### src/rtl/pistorm_pkg.sv
// ============================================================================
// Module      : pistorm_pkg
// Description : Shared types and widths for the PiStorm operation queue.
// Revision    : 1.0 - initial release
// ============================================================================
`default_nettype none

package pistorm_pkg;

    localparam int ADDR_W = 24;
    localparam int DATA_W = 16;

    typedef struct packed {
        logic              rw;
        logic              uds_n;
        logic              lds_n;
        logic [ADDR_W-1:0] addr;
        logic [DATA_W-1:0] data;
    } op_entry_t;

    typedef enum logic [0:0] {
        ST_IDLE = 1'b0,
        ST_WAIT = 1'b1
    } issue_state_t;

endpackage

`default_nettype wire

### src/rtl/pistorm_sync_fifo.sv
// ============================================================================
// Module      : pistorm_sync_fifo
// Description : Power-of-two synchronous FIFO of op_entry_t with a
//               combinational head output.
// Revision    : 1.0 - initial release
// ============================================================================
`default_nettype none

module pistorm_sync_fifo
    import pistorm_pkg::*;
#(
    parameter int DEPTH = 4
) (
    input  logic                   clk,
    input  logic                   rst,
    input  logic                   i_push,
    input  op_entry_t              i_wdata,
    input  logic                   i_pop,
    output op_entry_t              o_head,
    output logic [$clog2(DEPTH):0] o_count,
    output logic                   o_full,
    output logic                   o_empty
);

    localparam int                 c_PTR_W   = $clog2(DEPTH);
    localparam logic [c_PTR_W-1:0] c_PTR_ONE = c_PTR_W'(1);
    localparam logic [c_PTR_W:0]   c_CNT_ONE = (c_PTR_W + 1)'(1);
    localparam logic [c_PTR_W:0]   c_FULL    = (c_PTR_W + 1)'(DEPTH);

    op_entry_t          r_mem [DEPTH];
    logic [c_PTR_W-1:0] r_wr_ptr;
    logic [c_PTR_W-1:0] r_rd_ptr;
    logic [c_PTR_W:0]   r_count;
    logic               w_push;
    logic               w_pop;

    // Guarding here keeps count inside 0..DEPTH whatever the caller does.
    assign w_push  = i_push && !o_full;
    assign w_pop   = i_pop && !o_empty;
    assign o_full  = (r_count == c_FULL);
    assign o_empty = (r_count == '0);
    assign o_count = r_count;
    assign o_head  = r_mem[r_rd_ptr];

    always_ff @(posedge clk) begin
        if (rst) begin
            r_wr_ptr <= '0;
            r_rd_ptr <= '0;
            r_count  <= '0;
        end else begin
            if (w_push) r_wr_ptr <= r_wr_ptr + c_PTR_ONE;
            if (w_pop)  r_rd_ptr <= r_rd_ptr + c_PTR_ONE;
            case ({w_push, w_pop})
                2'b10:   r_count <= r_count + c_CNT_ONE;
                2'b01:   r_count <= r_count - c_CNT_ONE;
                default: r_count <= r_count;
            endcase
        end
    end

    always_ff @(posedge clk) begin
        if (w_push) r_mem[r_wr_ptr] <= i_wdata;
    end

endmodule

`default_nettype wire

### src/rtl/pistorm_op_queue.sv
// ============================================================================
// Module      : pistorm_op_queue
// Description : Queues Pi-side 68k operations and issues them one at a time
//               to the bus engine. Define PISTORM_POSTED_WRITE_EN to let
//               writes post into the queue while a cycle is outstanding.
// Revision    : 1.0 - initial release
// ============================================================================
`default_nettype none

module pistorm_op_queue
    import pistorm_pkg::*;
#(
    parameter int DEPTH = 4
) (
    input  logic                   c200m,
    input  logic                   reset,
    input  logic                   in_valid,
    output logic                   in_ready,
    input  logic                   in_rw,
    input  logic [23:0]            in_addr,
    input  logic [15:0]            in_data,
    input  logic                   in_uds_n,
    input  logic                   in_lds_n,
    output logic                   bus_req,
    output logic                   bus_rw,
    output logic [23:0]            bus_addr,
    output logic [15:0]            bus_data,
    output logic                   bus_uds_n,
    output logic                   bus_lds_n,
    input  logic                   bus_done,
    input  logic [15:0]            bus_rdata,
    output logic                   rd_valid,
    output logic [15:0]            rd_data,
    output logic                   idle,
    output logic [$clog2(DEPTH):0] count,
    output logic                   err_stray
);

    localparam op_entry_t c_BUS_RST = '{rw: 1'b1, uds_n: 1'b1, lds_n: 1'b1,
                                        addr: '0, data: '0};

    issue_state_t r_state;
    issue_state_t w_next;
    op_entry_t    w_in_entry;
    op_entry_t    w_head;
    op_entry_t    r_bus;
    logic         w_push;
    logic         w_full;
    logic         w_empty;
    logic         w_issue;
    logic         w_pop;
    logic         w_stray;
    logic         w_ready_mode;
    logic         r_bus_req;
    logic         r_rd_pending;
    logic         r_rd_valid;
    logic [15:0]  r_rd_data;
    logic         r_err_stray;

    assign w_in_entry = '{rw: in_rw, uds_n: in_uds_n, lds_n: in_lds_n,
                          addr: in_addr, data: in_data};

`ifdef PISTORM_POSTED_WRITE_EN
    assign w_ready_mode = 1'b1;
`else
    // Only one operation may be outstanding: queue empty and no cycle in flight.
    assign w_ready_mode = w_empty && (r_state == ST_IDLE);
`endif

    assign in_ready = !reset && !w_full && !r_rd_pending && w_ready_mode;
    assign w_push   = in_valid && in_ready;

    pistorm_sync_fifo #(
        .DEPTH (DEPTH)
    ) u_fifo (
        .clk     (c200m),
        .rst     (reset),
        .i_push  (w_push),
        .i_wdata (w_in_entry),
        .i_pop   (w_pop),
        .o_head  (w_head),
        .o_count (count),
        .o_full  (w_full),
        .o_empty (w_empty)
    );

    always_ff @(posedge c200m) begin
        if (reset) r_state <= ST_IDLE;
        else       r_state <= w_next;
    end

    always_comb begin
        w_next = r_state;
        case (r_state)
            ST_IDLE: if (!w_empty) w_next = ST_WAIT;
            ST_WAIT: if (bus_done) w_next = ST_IDLE;
            default: w_next = ST_IDLE;
        endcase
    end

    always_comb begin
        w_issue = (r_state == ST_IDLE) && !w_empty;
        w_pop   = (r_state == ST_WAIT) && bus_done;
        w_stray = (r_state != ST_WAIT) && bus_done;
    end

    // Head fields are captured at issue so they hold steady through the cycle.
    always_ff @(posedge c200m) begin
        if (reset) begin
            r_bus_req    <= 1'b0;
            r_bus        <= c_BUS_RST;
            r_rd_pending <= 1'b0;
            r_rd_valid   <= 1'b0;
            r_rd_data    <= '0;
            r_err_stray  <= 1'b0;
        end else begin
            r_bus_req  <= w_issue;
            r_rd_valid <= w_pop && r_bus.rw;
            if (w_issue) r_bus <= w_head;
            if (w_pop && r_bus.rw) begin
                r_rd_data    <= bus_rdata;
                r_rd_pending <= 1'b0;
            end else if (w_push && in_rw) begin
                r_rd_pending <= 1'b1;
            end
            if (w_stray) r_err_stray <= 1'b1;
        end
    end

    assign bus_req   = r_bus_req;
    assign bus_rw    = r_bus.rw;
    assign bus_addr  = r_bus.addr;
    assign bus_data  = r_bus.data;
    assign bus_uds_n = r_bus.uds_n;
    assign bus_lds_n = r_bus.lds_n;
    assign rd_valid  = r_rd_valid;
    assign rd_data   = r_rd_data;
    assign idle      = w_empty && (r_state == ST_IDLE);
    assign err_stray = r_err_stray;

endmodule

`default_nettype wire
### config.mk
export PLATFORM = sky130hd
export DESIGN_NAME = pistorm_op_queue
export DESIGN_NICKNAME = d
export VERILOG_FILES = /design/src/rtl/pistorm_pkg.sv /design/src/rtl/pistorm_sync_fifo.sv /design/src/rtl/pistorm_op_queue.sv
export SDC_FILE = /design/constraint.sdc
export NUM_CORES = 1
export LEC_CHECK = 0
export BUFFER_PORTS_ARGS = -buffer_cell sky130_fd_sc_hd__buf_4
export CORE_MARGIN = 2
export CORE_UTILIZATION = 46
export DETAILED_ROUTE_END_ITERATION = 7
export PLACE_DENSITY = 0.64
export SYNTH_ARGS = -nofsm -noshare
export SYNTH_HDL_FRONTEND = slang
export SYNTH_SLANG_ARGS = --single-unit
### constraint.sdc
create_clock -name c200m -period 3.8 [get_ports c200m]
set_input_delay 0.76 -clock c200m [delete_from_list [all_inputs] [get_ports c200m]]
set_output_delay 0.76 -clock c200m [all_outputs]
set_load 0.005 [all_outputs]
==> impl_metrics.csv <==
group,metric,value,unit
status,status,"finished, final reports clean",
timing,fin_crit_sh,66.4,%
worst_setup_path,cp-end-kind,"output pin",
place,place.gp.congestion,0.714,
cts,clock_sinks,243,
synthesis,synth_ff_type,"edfxtp_1",
synthesis,synth_warnings,0,
worst_setup_path,r2r_end,"u_fifo.o_count[2]$_SDFFE_PP0P_",
floorplanning,die_h,141,µm
finish,final_area,10700,µm²
floorplanning,core,18600,µm²
route,first_pass_iters,5,
synthesis,synth-edff-count,172,
place,dpl_cell_area,9910,µm²
synthesis,syn-num-nets,500,
cts,cts_tree,"yes",
power_and_ir_drop,netSwitchingPower,1.34,mW
route,first_iter_violations,268,
place,dp_hpwl,10000,µm
synthesis,yosysSeqAreaShare,75.9,%
cts,postCtsSetupBuffers,0,
cts,cts_htree_levels,1,
route,viasPerCell,5.34,
worst_setup_path,cp-endpoint,"idle",
floorplanning,rows,50,
global_routing,grt_overflow,0,
timing,setup_viol,0,
timing,skew,11.7,ps
floorplanning,initial_core_util,46.7,%
power_and_ir_drop,p_per_area,567,nW/µm²
power_and_ir_drop,p_comb_share,10.5,%
synthesis,ys_ff_latch,243,
synthesis,syn_area,8680,µm²
global_routing,antenna_found_initial,0,
worst_setup_path,crit_fanout,9,
cts,ctsHoldBuffers,0,
worst_setup_path,arrival,1760,ps
floorplanning,die_w,141,µm
timing,fin_setup_tns,0,ps
route,postRouteAntennaNets,0,
synthesis,yosysTopAreaCellShare,59.5,%
finish,area_delta_synth_final,23.4,%
finish,insertedDiodeCount,0,
worst_setup_path,cp-start-kind,"register",
timing,fmax,396,MHz
timing,setup_ws,1280,ps
synthesis,synth_most_common_cell,"edfxtp_1",
synthesis,synth.distinct_cells,34,
cts,cts_max_path_buffers,3,
synthesis,synth_area_per_cell,20.1,µm²
synthesis,postSynthCellCount,431,
route,wl,16100,µm
global_routing,grt_pass1_wl,25300,µm
worst_setup_path,setup.reg_to_reg.worst_slack,1380,ps
finish,nFillCells,1380,
place,detailedPlace.worstSlack,871,ps
global_routing,grt_max_degree,42,
worst_setup_path,r2r_cells,9,
cts,clkLatencyLatePin,520,ps
synthesis,synth_async_sr_flop_share,0,%
floorplanning,die_area,20000,µm²
power_and_ir_drop,pwr-share-clk,38.3,%
route,routedWlPerCell,19.5,µm
worst_setup_path,worstPathRequired,3040,ps
floorplanning,io_pins,130,
route,drc,0,
route,vias,4402,
synthesis,yosys.area.top_type,"edfxtp_1",
power_and_ir_drop,peakVddDrop,331,µV
power_and_ir_drop,pwr-share-seq,51.2,%
global_routing,grt_pass1_vias,4601,
power_and_ir_drop,p_int,4.73,mW
cts,cts_resized,0,
timing,period_needed,2520,ps
timing,max_slew_margin,20.0,%
worst_setup_path,critPathKind,"register to output pin",
min_path,hp-class,"input port to register",
power_and_ir_drop,p_sw_share,22.0,%
cts,clock-root-buffer,"clkbuf_16",
timing,rsz0062_at_grt,"false",
timing,hold_viol_final,0,
finish,fin_nets,640,
worst_setup_path,timing.rr.start,"u_fifo.o_count[0]$_SDFFE_PP0P_",
power_and_ir_drop,leakage,3.83,nW
timing,slew_viol_final,0,
timing,worstMarginPinSlew,1200,ps
place,io_buffers,129,
cts,clk_pin_slew_worst_paths,60,ps
synthesis,yosys-top-cells-count,"edfxtp_1, dfxtp_1, mux4_2",
worst_setup_path,crit_start,"u_fifo.o_count[0]$_SDFFE_PP0P_",
flow_run,max-cap-violations,0,
synthesis,ys_top_cells_by_area,"edfxtp_1, dfxtp_1, mux4_2",
finish,drive_gt1_share,44.7,%
cts,cts_buffers,25,
global_routing,grtUsageTotal,16.2,%
[cells in the final DEF (no fill, tap or decap), types with 2 or more instances in the layout]
master     count
edfxtp_1     172
a22o_1        21
nor2b_1        2
clkinv_1       3
ha_1           5
clkinv_2       4
mux4_2        43
a22o_2        35
o21ai_0        3
inv_1          9
clkbuf_1       7
clkbuf_8       4
or3_1          2
nand4_1        2
xor2_1         2
a21oi_1        5
and2_2         4
and3_2         3
clkbuf_16     25
nor3_2         2
buf_12         4
buf_4        133
a211o_1        3
nor2_1        10
dfxtp_1       69
[worst min-delay path by stage]
stage / start / endpoint / slack, ps / depth (start not counted)
final: in_data[9] / u_fifo.r_mem[3][9]$_DFFE_PP_ / 440 / 1
after floorplan: err_stray$_SDFFE_PP0P_ / err_stray$_SDFFE_PP0P_ / 460 / 2
after global placement: bus_uds_n$_SDFFE_PP1P_ / bus_uds_n$_SDFFE_PP1P_ / 460 / 1
after detailed placement: bus_uds_n$_SDFFE_PP1P_ / bus_uds_n$_SDFFE_PP1P_ / 460 / 1
after CTS: in_data[9] / u_fifo.r_mem[3][9]$_DFFE_PP_ / 410 / 1
after global routing: in_data[0] / u_fifo.r_mem[1][0]$_DFFE_PP_ / 420 / 1
[power by group through the flow]
stage / combinational (mW) / sequential [mW] / clock [mW]
after global placement: 0.634 / 3.16 / 0
after detailed placement: 0.645 / 3.17 / 0
after CTS: 0.648 / 3.11 / 2.38
after global routing: 0.691 / 3.13 / 2.49
after floorplan: 0.339 / 3.15 / 0
final: 0.636 / 3.11 / 2.32
[layout make-up]
cell class	instances	area [µm²]	area share (%)
inverter	9	33.8	0.315
sequential	243	6590	61.6
clock inverter	10	90.1	0.841
clock buffer	36	707	6.60
timing repair buffer	137	1080	10.1
tap	234	293	2.73
multi-input combinational	155	1910	17.9
[registers in the layout, summed over array words and instances, names as in the netlist, 2 cells and up]
signal	count
bus_addr	24
bus_data	16
rd_data	16
u_fifo.o_count	3
u_fifo.r_mem	172
u_fifo.r_rd_ptr	2
u_fifo.r_wr_ptr	2
[metal layers]
metal | vias up | part of all wire, % | track usage, %
li1 | 2031 | - | -
met4 | 0 | 2.1 | 4.05
met2 | 111 | 50 | 27.5
met1 | 2230 | 44 | 21.8
met3 | 30 | 4.1 | 3.27
met5 | - | 0 | 0
[through the flow]
stage          hold slack [ps]  utilization, %  power (mW)  cells
3_5_place_dp               459            53.3        3.81    778
2_1_floorplan              460               -        3.49    431
6_report                   437            57.6        6.07    824
3_3_place_gp               457            53.3        3.79    778
5_1_grt                    421            57.6        6.31    824
4_1_cts                    414            57.6        6.14    824
[worst max-delay path, cell delays in order, from the launching register on]
cell and delay (ps):
dfxtp_1 370, or3_1 550, nor2_1 190, buf_4 140
[cell families (layout without fill, tap and decap cells)]
logic type      count (synthesis)  after routing  synth area share [%]
flops                         243            243                  75.9
compound gates                 72             72                  7.47
mux                            44             44                  11.3
buf+inv                        33            192                  2.18
simple gates                   30             30                  1.93
fa+ha+maj                       6              6                 0.951
xor+xnor                        3              3                 0.303
(Power assumes the default switching activity.)
